`src/rtl/carregador_matrizes.sv`:
```
// carregador_matrizes: reads two NxN byte matrices from data memory
// into zero-padded 5x5 flat operands for the matrix ALU.
module carregador_matrizes #(
  parameter int ADDR_W = 9
) (
  input  logic              clock,
  input  logic              reset_n,
  input  logic              start,
  input  logic [2:0]        tamanho,
  input  logic [ADDR_W-1:0] base_a,
  input  logic [ADDR_W-1:0] base_b,
  output logic [ADDR_W-1:0] mem_addr,
  output logic              mem_rd,
  input  logic [7:0]        mem_data,
  output logic [199:0]      matriz_a,
  output logic [199:0]      matriz_b,
  output logic              busy,
  output logic              done
);

  typedef enum logic [2:0] {
    S_IDLE,
    S_LOAD_A,
    S_LOAD_B,
    S_DRAIN,
    S_DONE
  } state_t;

  state_t state, nxt;

  logic [2:0]        r, c, n, n_in;
  logic [ADDR_W-1:0] ba, bb, base_sel;
  logic [ADDR_W-1:0] elem, last_addr;
  logic [4:0]        slot, ws;
  logic              wv, wb, wrd;
  logic              loading, in_range;
  logic              last_slot, accept;
  logic [7:0]        wdata;

  // clamp illegal sizes to a full 5x5 load
  always_comb begin
    n_in = tamanho;
    if (tamanho == 3'd0 || tamanho > 3'd5)
      n_in = 3'd5;
  end

  // slot decode, element address and read strobe
  always_comb begin
    loading   = (state == S_LOAD_A) ||
                (state == S_LOAD_B);
    in_range  = (r < n) && (c < n);
    last_slot = (r == 3'd4) && (c == 3'd4);
    slot      = 5'(r) * 5'd5 + 5'(c);
    base_sel  = (state == S_LOAD_B) ? bb : ba;
    elem      = base_sel
              + ADDR_W'(r) * ADDR_W'(n)
              + ADDR_W'(c);
    mem_rd    = loading && in_range;
    mem_addr  = mem_rd ? elem : last_addr;
    accept    = (state == S_IDLE) && start;
    wdata     = wrd ? mem_data : 8'd0;
  end

  // state register
  always_ff @(posedge clock or negedge reset_n) begin
    if (!reset_n)
      state <= S_IDLE;
    else
      state <= nxt;
  end

  // next state and status outputs
  always_comb begin
    nxt  = state;
    busy = 1'b1;
    done = 1'b0;
    unique case (state)
      S_IDLE: begin
        busy = 1'b0;
        if (start)
          nxt = S_LOAD_A;
      end
      S_LOAD_A:
        if (last_slot)
          nxt = S_LOAD_B;
      S_LOAD_B:
        if (last_slot)
          nxt = S_DRAIN;
      S_DRAIN:
        nxt = S_DONE;
      S_DONE: begin
        done = 1'b1;
        nxt  = S_IDLE;
      end
      default:
        nxt = S_IDLE;
    endcase
  end

  // slot counter, latched operands and one-cycle write pipeline
  always_ff @(posedge clock or negedge reset_n) begin
    if (!reset_n) begin
      r         <= 3'd0;
      c         <= 3'd0;
      n         <= 3'd0;
      ba        <= '0;
      bb        <= '0;
      last_addr <= '0;
      wv        <= 1'b0;
      wb        <= 1'b0;
      wrd       <= 1'b0;
      ws        <= 5'd0;
      matriz_a  <= '0;
      matriz_b  <= '0;
    end else begin
      wv  <= loading;
      wb  <= (state == S_LOAD_B);
      wrd <= mem_rd;
      ws  <= slot;
      if (mem_rd)
        last_addr <= elem;
      if (accept) begin
        n        <= n_in;
        ba       <= base_a;
        bb       <= base_b;
        r        <= 3'd0;
        c        <= 3'd0;
        matriz_a <= '0;
        matriz_b <= '0;
      end else if (loading) begin
        if (c == 3'd4) begin
          c <= 3'd0;
          r <= (r == 3'd4) ? 3'd0 : r + 3'd1;
        end else begin
          c <= c + 3'd1;
        end
      end
      if (wv) begin
        if (wb)
          matriz_b[{ws, 3'b000} +: 8] <= wdata;
        else
          matriz_a[{ws, 3'b000} +: 8] <= wdata;
      end
    end
  end

endmodule

```
`config.mk`:
```
export PLATFORM = sky130hd
export DESIGN_NAME = carregador_matrizes
export DESIGN_NICKNAME = d
export VERILOG_FILES = /design/src/rtl/carregador_matrizes.sv
export SDC_FILE = /design/constraint.sdc
export NUM_CORES = 1
export LEC_CHECK = 0
export BUFFER_PORTS_ARGS = -buffer_cell sky130_fd_sc_hd__buf_4
export CAP_MARGIN = 20
export CORE_ASPECT_RATIO = 1.4
export CORE_UTILIZATION = 58
export DETAILED_ROUTE_END_ITERATION = 8
export GPL_ROUTABILITY_DRIVEN = 0
export PLACE_DENSITY = 0.85
export SLEW_MARGIN = 5
export SYNTH_ARGS = -nofsm -noshare
export SYNTH_HDL_FRONTEND = slang
export SYNTH_SLANG_ARGS = --single-unit
```
`constraint.sdc`:
```
create_clock -name clock -period 10.99 [get_ports clock]
set_input_delay 1.099 -clock clock [delete_from_list [all_inputs] [get_ports clock]]
set_output_delay 1.099 -clock clock [all_outputs]
set_load 0.05 [all_outputs]
```
## Word-level counts from Yosys, hierarchy flattened

Index checks and enable logic that the tools add are counted.

- Bits in registers: 447
- Input bits: 32
- Output and inout bits: 412
- Word-level logic and storage cells: 72

- Add/subtract/negate cells: 6
- $mul: 2
- Order comparisons: 3
- Eq/ne operators: 9
- Shift operators: 2
- Multiplexer cells: 25
- Reductions and logical operators: 12

Operators by type and width:

| cell | count |
|---|---|
| two-way mux 200 bit | 6 |
| bitwise mux 200 bit | 2 |
| variable shift 8 x 10 -> 200 bit, first input constant | 1 |
| indexed part select 8 x 10 -> 200 bit | 1 |
| two-way mux 3 bit | 11 |
| two-way mux 9 bit | 2 |
| case mux 3 bit (4 select lines) | 1 |
| negator 8 -> 10 bit | 1 |
| adder 9 x 3 -> 9 bit | 1 |
| adder 9 x 6 -> 9 bit | 1 |
| == test 3 bit, second input constant | 3 |
| two-way mux 8 bit | 1 |
| adder 3 x 1 -> 3 bit, second input constant | 2 |
| == test 3 x 2 -> 1 bit, second input constant | 2 |
| zero test 3 bit | 2 |
| less-than comparator 3 bit | 2 |
| multiplier 3 x 3 -> 6 bit | 1 |
| inequality test 2 bit, second input constant | 3 |
| adder 5 x 3 -> 5 bit | 1 |
| multiplier 3 x 3 -> 5 bit, second input constant | 1 |
| logical AND 1 bit | 4 |
| nonzero test 2 bit | 2 |
| == test 3 x 1 -> 1 bit, second input constant | 1 |
| > comparator 3 bit, second input constant | 1 |
| 4 further kinds | 6 |

## Depth between registers and ports, before layout

- Depth in word-level cells: 6
- Mapped depth: 13
- Depth with buffers taken out: 13

## Least setup slack after synthesis

OpenSTA, ideal clock, no wires.

- Path kind: register to output
- Start: register r[2]
- End: output mem_addr[8]
- Arrival: 3.555 ns
- Data required time: 9.891 ns
- Slack: 6.336 ns
- Stages on the path, launching flop included: 13
- Path buffers: 1
- Path through: dfrtp_1 clkbuf_1 nand2_1 fa_1 fa_1 fa_1 inv_1 ha_1 a211oi_1 o21ai_0 and3b_1 xnor2_1 mux2_2

- Longest elaborated chain between the ends: 4
- Elaborated cells between the ends (all ways): 7
- Those cells by class: add/sub (2); mul (1); order compare (1); mux (1); reduce/logical (2)

RTL lines:

| what | line | RTL |
|---|---|---|
| start, declared | 31 | `logic [2:0] r, c, n, n_in;` |
| start signal, assigned | 133 | `r <= (r == 3'd4) ? 3'd0 : r + 3'd1;` |
| multiplier 3 x 3 -> 6 bit / less-than comparator 3 bit (equally long branches) | 56, 51 |  |
| adder 9 x 6 -> 9 bit / logical AND 1 bit (equally long branches) | 56, 51 |  |
| adder 9 x 3 -> 9 bit / logical AND 1 bit (equally long branches) | 57, 58 |  |
| two-way mux 9 bit * | n/a |  |
| end, declared | 12 | `output logic [ADDR_W-1:0] mem_addr,` |

Mark *: on every way between the ends. The rest lies on a longest branch, timed or not.

## Final worst setup path

Same ends and word-level chain as after synthesis.

==> flow_summary.json <==
{
  "root_buffer": "clkbuf_16",
  "hold_path_class": "register to register",
  "tritoncts": "built",
  "worst_pin_slew_ps": 1170,
  "row_count": 78,
  "die_h_um": 218,
  "fp.coreArea_sq_um": 32700,
  "num_vias": 15500,
  "drc_errors": 0,
  "finalInstanceArea_sq_um": 24400,
  "io_pins": 444,
  "synth_ff_type": "dfrtp_1",
  "grt_max_degree": 236,
  "wl_met2_um": 29000,
  "postCtsHoldBufs": 0,
  "synthDistinctLibCells": 51,
  "synth.area.top_cells": "dfrtp_1 58%, mux2i_1 13%, nand2_1 7.4%",
  "place_ws_ps": 6100,
  "die-area_sq_um": 34200,
  "worst_r2r_startpoint": "r[2]",
  "firstDrtPassIters": 6,
  "critPathMostFrequentCell": "fa_1",
  "gr-usage-all-layers": 0.346,
  "cpPeakStageDelay_ps": 580,
  "synth_area_sq_um": 19400,
  "cpLargestDelayFamily": "adder cells",
  "start_kind": "register",
  "critPathMaxFanout": 10,
  "hold_start": "bb[6]",
  "wl_met3_um": 3810,
  "mostFrequentLayoutCells": "454 x buf_4, 447 x dfrtp_1, 383 x nand2_1",
  "cp_cell_sequence": "nand2_1 > fa_1 > fa_1 > fa_1 > inv_1 > ha_1 > a211oi_1 > o21ai_0 > and3b_1 > xnor2_1 > mux2_2 > buf_4",
  "drt-met1-wl_um": 21900,
  "clk_latency_ps": 550,
  "synth-seq-cells": 447,
  "cts_setup_buffers": 0,
  "htreeDepth": 2,
  "io_buffer_count": 443,
  "setup.worst_path.end_class": "primary output",
  "fin_crit_ps": 5530,
  "drive_above_1_share": 0.263,
  "fp.dieW_um": 156,
  "ff2ff_setup_slack_ps": 7190,
  "synth_area_leader_cell": "dfrtp_1",
  "final_common_cell": "buf_4",
  "synthCells": 1788,
  "antenna_found_initial": 0,
  "clk_pin_slew_ps": 60,
  "routed_wl_um": 58600,
  "highest_layer": "met4",
  "grt_pass1_wl_um": 89500,
  "worstRegToRegCells": 11,
  "postSynthAreaPerCell_sq_um": 10.8,
  "r2r_end": "last_addr[8]",
  "fin_skew_ps": 16.6,
  "viasPerCell": 5.83,
  "max_freq_mhz": 181,
  "vdd_ir_drop_max_mv": 0.370,
  "n_antenna_cell": 0,
  "rsz0062_at_grt": "false",
  "worstPathArrival_ps": 4430,
  "finalPower_mw": 6.22,
  "start_util": 0.593,
  "ys_seq_area_frac": 0.577,
  "power_density_nw_per_um2": 255,
  "post_drt_wl_per_cell_um": 22.1,
  "area_growth_pct": 26.2,
  "clockBufferDepth": 3,
  "critPathKind": "register to primary output",
  "finalWorstSetupSlack_ps": 5460,
  "cts-resized-gates": 0,
  "slew_headroom": 0.217,
  "p_leak_nw": 13.1,
  "cp_num_buf_inv": 2,
  "maxCapViolCount": 0,
  "synth_top_area_frac": 0.577,
  "dp_hpwl_um": 40700,
  "ys.warnings.count": 0,
  "cts.sink_count": 447,
  "dpl-instance-area_sq_um": 22900,
  "postRouteAntennaNets": 0,
  "status": "completed",
  "first_global_vias": 15500,
  "utilization": 0.748,
  "slew_violations": 0,
  "worstPathRequired_ps": 9890,
  "drt_iter0_drc": 1135,
  "synth_fp_nets": 1864,
  "timing.setup.tns_ps": 0,
  "numCtsBuffers": 42,
  "slowest_stage": "dfrtp_1",
  "nNetsFinal": 2257,
  "whs_path_depth": 2,
  "synth_enable_flop_cells": 0,
  "period_share": 0.503,
  "hold-path-endpoint": "bb[6]",
  "async_flop_share": 1.00,
  "startpoint": "r[2]",
  "grt_overflow_total": 0,
  "hold_violations": 0,
  "setup_viol": 0
}
==> flip-flops by register name, indices dropped and copies added (netlist names) <==
signal and flops:
ba 9, wrd 1, wv 1, n 3, last_addr 9, wb 1
matriz_b 200, ws 5, c 3, matriz_a 200, bb 9, state 3
r 3
==> worst max path at each step <==
stage	end	slack, ps	depth (start not counted)
after floorplan	mem_addr[8]	6340	12
after global placement	mem_addr[8]	6180	12
after detailed placement	mem_addr[8]	6100	12
after CTS	mem_addr[8]	5470	12
after global routing	mem_addr[8]	5240	12
final	mem_addr[8]	5460	12
==> cells by family (layout without fill, tap and decap cells) <==
group / Yosys count / in the layout / synth area share
XOR/XNOR: 11 / 11 / 0.00497
AO/OA/AOI/OAI: 202 / 202 / 0.0572
adder cells (fa/ha/maj): 44 / 44 / 0.0315
AND/OR/NAND/NOR: 684 / 684 / 0.160
multiplexers: 268 / 268 / 0.139
buffers and inverters: 132 / 557 / 0.0300
flip-flops: 447 / 447 / 0.577
==> routing by layer <==
layer  up-vias  global-route usage
li1       6875                   -
met1      7660               0.415
met2       745               0.582
met3       198              0.0611
met4         0               0.206
met5         -                   0
==> synth_stat cells, types with 2 or more instances <==
| library cell | number |
|---|---|
| nand2_1 | 384 |
| or2_2 | 3 |
| mux2i_1 | 254 |
| nor3_1 | 5 |
| nand2_4 | 10 |
| buf_4 | 4 |
| buf_1 | 9 |
| inv_1 | 22 |
| nand3b_1 | 5 |
| nand4_1 | 7 |
| xnor2_1 | 7 |
| ha_1 | 36 |
| mux2_2 | 14 |
| a21o_1 | 2 |
| nor2b_1 | 9 |
| a21oi_1 | 13 |
| xor2_1 | 4 |
| nand2_2 | 13 |
| dfrtp_1 | 447 |
| buf_6 | 3 |
| o31a_1 | 3 |
| nor2_1 | 34 |
| clkbuf_1 | 63 |
| o311ai_1 | 4 |
| and3_1 | 9 |
| buf_2 | 29 |
| nand2b_1 | 8 |
| a211oi_1 | 3 |
| nand3_1 | 178 |
| and2_1 | 9 |
| fa_1 | 8 |
| nor3b_1 | 3 |
| nor2_4 | 2 |
| o21ai_0 | 167 |
==> report_power, final <==
part	leakage, nW	total (mW)	switching (mW)	internal, mW
registers	6.16	2.06	0.183	1.88
clock network	0.721	1.52	0.627	0.894
logic	6.25	2.64	1.90	0.746
==> cell type report <==
class                           instances  area [sq um]
Clock inverter                          7          85.1
Clock buffer                           69          1370
Fill cell                            2134          8240
Inverter                               22          82.6
Timing Repair Buffer                  459          3520
Sequential cell                       447         11200
Tap cell                              440           551
Multi-Input combinational cell       1209          7660
==> worst reg2reg max path, cell delays in order, from the launching register on <==
cell      delay, ps
dfrtp_1         580
nand2_1         140
fa_1            570
fa_1            440
fa_1            550
inv_1            60
ha_1            280
a211oi_1        320
o21ai_0         160
and3b_1         200
xnor2_1         120
mux2_2          270
==> through the flow <==
step           hold slack [ps]  cells
2_1_floorplan              440   1788
3_5_place_dp               460   2573
5_1_grt                    514   2653
4_1_cts                    474   2649
3_3_place_gp               454   2572
6_report                   475   2653
Note: power is estimated with default switching activity, not from simulation.
